`src/rtl/uart_tx_port_pkg.sv`:
```
// Shared definitions for the UART transmit port: MMIO map, TX FSM states, status bit layout.
// No logic; constants and types only.
// No flow control of its own.
package uart_tx_port_pkg;

  localparam logic [31:0] ADDR_DATA = 32'hFFFF_FC80;
  localparam logic [31:0] ADDR_STAT = 32'hFFFF_FC84;

  typedef enum logic [1:0] {
    IDLE  = 2'd0,
    START = 2'd1,
    DATA  = 2'd2,
    STOP  = 2'd3
  } tx_state_t;

  localparam int STAT_IDLE  = 0;
  localparam int STAT_EMPTY = 1;
  localparam int STAT_FULL  = 2;
  localparam int STAT_OVF   = 3;

endpackage

```
`src/rtl/uart_tx_port_sync_fifo.sv`:
```
// Generic synchronous FIFO with extra-MSB pointers; pop_dat shows the head entry combinationally.
// Latency: a pushed entry is visible at the head one cycle after the push.
// Backpressure: push is refused when full unless a pop frees the slot in the same cycle.
module sync_fifo #(
  parameter int WIDTH = 8,
  parameter int DEPTH = 8
) (
  input  logic             clk,
  input  logic             rst,
  input  logic             push,
  input  logic [WIDTH-1:0] push_dat,
  input  logic             pop,
  output logic [WIDTH-1:0] pop_dat,
  output logic             full,
  output logic             empty
);

  localparam int AW = (DEPTH > 1) ? $clog2(DEPTH) : 1;

  logic [WIDTH-1:0] mem [DEPTH];
  logic [AW:0]      wr_ptr;
  logic [AW:0]      rd_ptr;
  logic             do_push;
  logic             do_pop;

  assign empty   = (wr_ptr == rd_ptr);
  assign full    = (wr_ptr[AW] != rd_ptr[AW]) && (wr_ptr[AW-1:0] == rd_ptr[AW-1:0]);
  assign do_pop  = pop && !empty;
  // A pop in the same cycle frees the slot the push lands in, so a full FIFO still accepts.
  assign do_push = push && (!full || do_pop);
  assign pop_dat = mem[rd_ptr[AW-1:0]];

  always_ff @(posedge clk or posedge rst) begin
    if (rst) begin
      wr_ptr <= '0;
      rd_ptr <= '0;
    end else begin
      if (do_push) wr_ptr <= wr_ptr + 1'b1;
      if (do_pop)  rd_ptr <= rd_ptr + 1'b1;
    end
  end

  always_ff @(posedge clk) begin
    if (do_push) mem[wr_ptr[AW-1:0]] <= push_dat;
  end

endmodule

```
`src/rtl/uart_tx_port.sv`:
```
// Memory-mapped 8N1 UART transmitter: data/status registers, TX FIFO, serializer FSM.
// Latency: write to start bit 2 cycles when idle; status read data 1 cycle after rd.
// Backpressure: none on the bus; writes to a full FIFO are dropped and flagged in sticky ovf.
module uart_tx_port
  import uart_tx_port_pkg::*;
#(
  parameter int          CLKS_PER_BIT = 868,
  parameter int          FIFO_DEPTH   = 8,
  parameter logic [31:0] ADDR_DATA    = uart_tx_port_pkg::ADDR_DATA,
  parameter logic [31:0] ADDR_STAT    = uart_tx_port_pkg::ADDR_STAT
) (
  input  logic        clk,
  input  logic        rst,
  input  logic        wr,
  input  logic        rd,
  input  logic [31:0] addr,
  input  logic [31:0] din,
  output logic [31:0] dout,
  output logic        txd,
  output logic        tx_idle
);

  localparam int BW = $clog2(CLKS_PER_BIT);
  localparam logic [BW-1:0] BAUD_MAX = BW'(CLKS_PER_BIT - 1);

  tx_state_t   state;
  logic [7:0]  shreg;
  logic [2:0]  bitcnt;
  logic [BW-1:0] baud;
  logic        ovf;

  logic        wr_data;
  logic        rd_stat;
  logic        ovf_set;
  logic        pop;
  logic        full;
  logic        empty;
  logic [7:0]  pop_dat;
  logic        bit_end;
  logic [31:0] stat;
  logic        unused_din;

  assign unused_din = ^din[31:8];

  assign wr_data = wr && (addr == ADDR_DATA);
  assign rd_stat = rd && (addr == ADDR_STAT);
  assign bit_end = (baud == '0);
  // Pop when the serializer can take a byte: from IDLE, or on the last stop-bit cycle.
  assign pop     = !empty && ((state == IDLE) || ((state == STOP) && bit_end));
  assign ovf_set = wr_data && full && !pop;
  assign tx_idle = empty && (state == IDLE);

  sync_fifo #(
    .WIDTH (8),
    .DEPTH (FIFO_DEPTH)
  ) u_fifo (
    .clk      (clk),
    .rst      (rst),
    .push     (wr_data),
    .push_dat (din[7:0]),
    .pop      (pop),
    .pop_dat  (pop_dat),
    .full     (full),
    .empty    (empty)
  );

  always_comb begin
    stat             = '0;
    stat[STAT_OVF]   = ovf;
    stat[STAT_FULL]  = full;
    stat[STAT_EMPTY] = empty;
    stat[STAT_IDLE]  = tx_idle;
  end

  // An overflow in the same cycle as the clearing read must survive the clear.
  always_ff @(posedge clk or posedge rst) begin
    if (rst) begin
      ovf  <= 1'b0;
      dout <= '0;
    end else begin
      dout <= rd_stat ? stat : 32'h0;
      ovf  <= rd_stat ? ovf_set : (ovf | ovf_set);
    end
  end

  always_ff @(posedge clk or posedge rst) begin
    if (rst) begin
      state  <= IDLE;
      txd    <= 1'b1;
      shreg  <= '0;
      bitcnt <= '0;
      baud   <= '0;
    end else begin
      case (state)
        IDLE: begin
          txd <= 1'b1;
          if (pop) begin
            state <= START;
            txd   <= 1'b0;
            shreg <= pop_dat;
            baud  <= BAUD_MAX;
          end
        end
        START: begin
          if (bit_end) begin
            state  <= DATA;
            bitcnt <= '0;
            baud   <= BAUD_MAX;
            txd    <= shreg[0];
          end else begin
            baud <= baud - 1'b1;
          end
        end
        DATA: begin
          if (bit_end) begin
            baud   <= BAUD_MAX;
            shreg  <= {1'b0, shreg[7:1]};
            bitcnt <= bitcnt + 1'b1;
            if (bitcnt == 3'd7) begin
              state <= STOP;
              txd   <= 1'b1;
            end else begin
              txd <= shreg[1];
            end
          end else begin
            baud <= baud - 1'b1;
          end
        end
        STOP: begin
          if (bit_end) begin
            if (pop) begin
              state <= START;
              txd   <= 1'b0;
              shreg <= pop_dat;
              baud  <= BAUD_MAX;
            end else begin
              state <= IDLE;
              txd   <= 1'b1;
            end
          end else begin
            baud <= baud - 1'b1;
          end
        end
        default: begin
          state <= IDLE;
          txd   <= 1'b1;
        end
      endcase
    end
  end

endmodule

```
`config.mk`:
```
export PLATFORM = sky130hd
export DESIGN_NAME = uart_tx_port
export DESIGN_NICKNAME = d
export VERILOG_FILES = /design/src/rtl/uart_tx_port_pkg.sv /design/src/rtl/uart_tx_port_sync_fifo.sv /design/src/rtl/uart_tx_port.sv
export SDC_FILE = /design/constraint.sdc
export NUM_CORES = 1
export LEC_CHECK = 0
export ABC_CLOCK_PERIOD_IN_PS = 3700
export CORE_MARGIN = 2
export CORE_UTILIZATION = 47
export DETAILED_ROUTE_END_ITERATION = 10
export PLACE_DENSITY = 0.81
export SYNTH_ARGS = -nofsm -noshare
export SYNTH_HDL_FRONTEND = slang
export SYNTH_HIERARCHICAL = 1
export SYNTH_SLANG_ARGS = --single-unit
```
`constraint.sdc`:
```
create_clock -name clk -period 3.7 [get_ports clk]
set_clock_uncertainty 0.2 [all_clocks]
set_input_delay 0.925 -clock clk [delete_from_list [all_inputs] [get_ports clk]]
set_output_delay 0.925 -clock clk [all_outputs]
set_load 0.05 [all_outputs]
```
==> run_results.csv <==
group,metric,value,unit
run_status,status,"finished, final reports clean",
grt,grt_max_degree,30,
timing,max_slew_margin,48.6,%
timing,setup_tns,0,ps
detailed_routing,via_count,3143,
power_and_ir_drop,vdd_drop_max,334,uV
detailed_routing,via_per_inst,5.57,
placement,dp_hpwl,6.76,mm
timing,setup-violations-final,0,
placement,pre_cts_ws,-40.2,ps
synth,yosysSeqAreaShare,55.9,%
final_layout,nNetsFinal,498,
worst_setup_path,reg2reg_depth,8,
placement,place_congestion,0.876,
die,start_util,47.6,%
die,fp.dieW,108,um
timing,max_freq,296,MHz
clock_tree,cts_setup_buffers,0,
power_and_ir_drop,p_sw,0.457,mW
worst_hold_path,min_path_type,"flip-flop to flip-flop",
worst_setup_path,worstSetupPathType,"flip-flop to flip-flop",
worst_hold_path,min_to,"txd",
timing,whs,281,ps
clock_tree,path_clk_slew,90,ps
timing,hold_viol_final,0,
die,num_rows,38,
timing,setup_ws,322,ps
detailed_routing,ant_nets,0,
synth,synthTopCellsByArea,"edfxtp_1, dfrtp_1, buf_4",
detailed_routing,drtIter0Drc,182,
final_layout,finish.utilization,55.0,%
worst_setup_path,reg2reg_setup_slack,320,ps
final_layout,mostFrequentLayoutCell,"edfxtp_1",
clock_tree,cts_tree,"built",
timing,tightest_slew,764,ps
power_and_ir_drop,powerDensity,332,nW/um^2
die,die_area,11700,um^2
final_layout,final_cell_mix,"edfxtp_1, clkdlybuf4s50_1, dfrtp_1",
worst_setup_path,critPathLaunchType,"flip-flop",
synth,synth_edf_count,64,
clock_tree,clockBufferDepth,2,
die,num_io_pins,102,
synth,syn_avg_cell_area,14.3,um^2
synth,async_flop_share,36.6,%
flow_run,cap_violations,0,
power_and_ir_drop,p_seq_share,61.4,%
final_layout,multi_input_area,1980,um^2
synth,yosysWarnings,6,
final_layout,drive_above_1_share,20.8,%
worst_setup_path,critPathRequiredTime,3570,ps
timing,period_minus_slack,3380,ps
grt,grt_use_total,18.1,%
synth,synthCells,355,
synth,ys_ff_latch,101,
timing,rsz0062_at_grt,"no",
clock_tree,postCtsHoldBufs,0,
clock_tree,clkLatencyLatePin,370,ps
synth,synth_top_area_share,37.7,%
detailed_routing,drc,0,
final_layout,areaGrowthSynthToFinish,15.6,%
clock_tree,ctsResizeCount,0,
final_layout,n_antenna_cell,0,
die,die_y,108,um
power_and_ir_drop,clockPowerShare,32.0,%
grt,grt_pass1_vias,3182,
clock_tree,h-tree-depth,3,
worst_setup_path,r2r-start,"baud[0]",
synth,synth_area,5090,um^2
grt,grt_pass1_wl,16.0,mm
worst_setup_path,end_kind,"flip-flop",
worst_hold_path,min_from,"txd",
detailed_routing,drt_pass1_iterations,4,
timing,period_share,91.3,%
timing,drv_slew,0,
power_and_ir_drop,p_leak,2.32,nW
worst_setup_path,arrival,3250,ps
clock_tree,ctsRootBufferMaster,"clkbuf_8",
grt,grt_overflow,0,
synth,synth_flop_cell,"edfxtp_1",
clock_tree,cts-buffers-inserted,9,
synth,ys_types,67,
clock_tree,numClockSinks,101,
die,coreArea,10700,um^2
grt,antenna_found_initial,0,
final_layout,regArea,2850,um^2
placement,port_buffers,49,
detailed_routing,drt-total-wl,9.56,mm
worst_hold_path,hold-path-cell-count,2,
worst_setup_path,crit_path_max_fanout,8,
power_and_ir_drop,power.internal,1.50,mW
final_layout,fillerInstances,865,
power_and_ir_drop,switching_share,23.4,%
detailed_routing,routedWlPerCell,17.0,um
synth,yosys.area.top_type,"edfxtp_1",
worst_setup_path,r2r-end,"u_fifo/mem[5][4]",
power_and_ir_drop,combinationalPowerShare,6.5,%
power_and_ir_drop,p_total,1.95,mW
[worst max-delay path, stage by stage (launching register included)]
cell and delay [ps]:
dfrtp_1 430, inv_1 80, ha_1 240, or4b_2 680
o41a_2 540, inv_1 260, nor3_2 150, nor4b_2 280
buf_4 230
[logic make-up after synthesis]
kind of cell / share of synthesized area (%)
other cells: 0.0736
xor+xnor: 1.99
buf+inv: 7.61
flops: 55.9
compound gates: 8.77
simple gates: 9.16
fa+ha+maj: 2.70
mux: 13.8
[power groups by stage]
stage	sequential (mW)	combinational (mW)	clock, mW
after floorplan	1.23	0.0938	0
after global placement	1.22	0.125	0
after detailed placement	1.22	0.128	0
after CTS	1.20	0.128	0.650
after global routing	1.20	0.137	0.693
final	1.20	0.128	0.625
[state kept, by name (all words and copies together) (netlist names)]
signal	cells
u_fifo/mem	64
dout	4
baud	10
u_fifo/rd_ptr	4
state	2
bitcnt	3
txd	1
ovf	1
shreg	8
u_fifo/wr_ptr	4
[layout make-up]
cell class	count	share of cell area, %
Sequential cell	101	48.4
Multi-Input combinational cell	220	33.6
Timing Repair Buffer	68	10.9
Tap cell	140	2.97
Clock buffer	11	2.23
Inverter	19	1.21
Clock inverter	5	0.701
[cells in the mapped netlist (4+ instances only)]
cell / n
buf_2: 6
o31ai_1: 4
nor2_1: 15
xnor2_1: 5
inv_1: 19
o21ai_0: 7
buf_4: 28
dfrtp_1: 36
a21o_1: 5
nand3_1: 7
mux2_2: 14
edfxtp_1: 64
a21oi_1: 5
or4_1: 6
mux2_4: 8
nand4_1: 9
mux4_1: 8
nor4_1: 6
nor3_1: 5
ha_1: 11
nand2_1: 11
buf_6: 4
or3_1: 4
mux4_2: 8
[worst max path at each step]
stage,startpoint,cells after the start,slack (ps),end
floorplan,addr[5],5,130,u_fifo/mem[6][0]
global placement,addr[5],7,-10,u_fifo/mem[5][3]
detailed placement,addr[5],7,-40,u_fifo/mem[5][3]
CTS,baud[0],8,330,u_fifo/mem[5][5]
global route,addr[5],7,170,u_fifo/mem[6][0]
finish,baud[0],8,320,u_fifo/mem[5][4]
[metrics by stage]
stage	cells	cell area (um^2)
finish	564	5890
global placement	548	5720
detailed placement	548	5720
global route	564	5890
CTS	564	5890
floorplan	382	5210
[routing by layer]
layer	share of wire [%]	vias to the layer above	global-route usage (%)
li1	-	1449	-
met1	41	1586	21.4
met2	54	97	33.0
met3	4.3	11	4.16
met4	1.1	0	5.13
met5	0	-	0
Power figures use the tool's default switching activity.
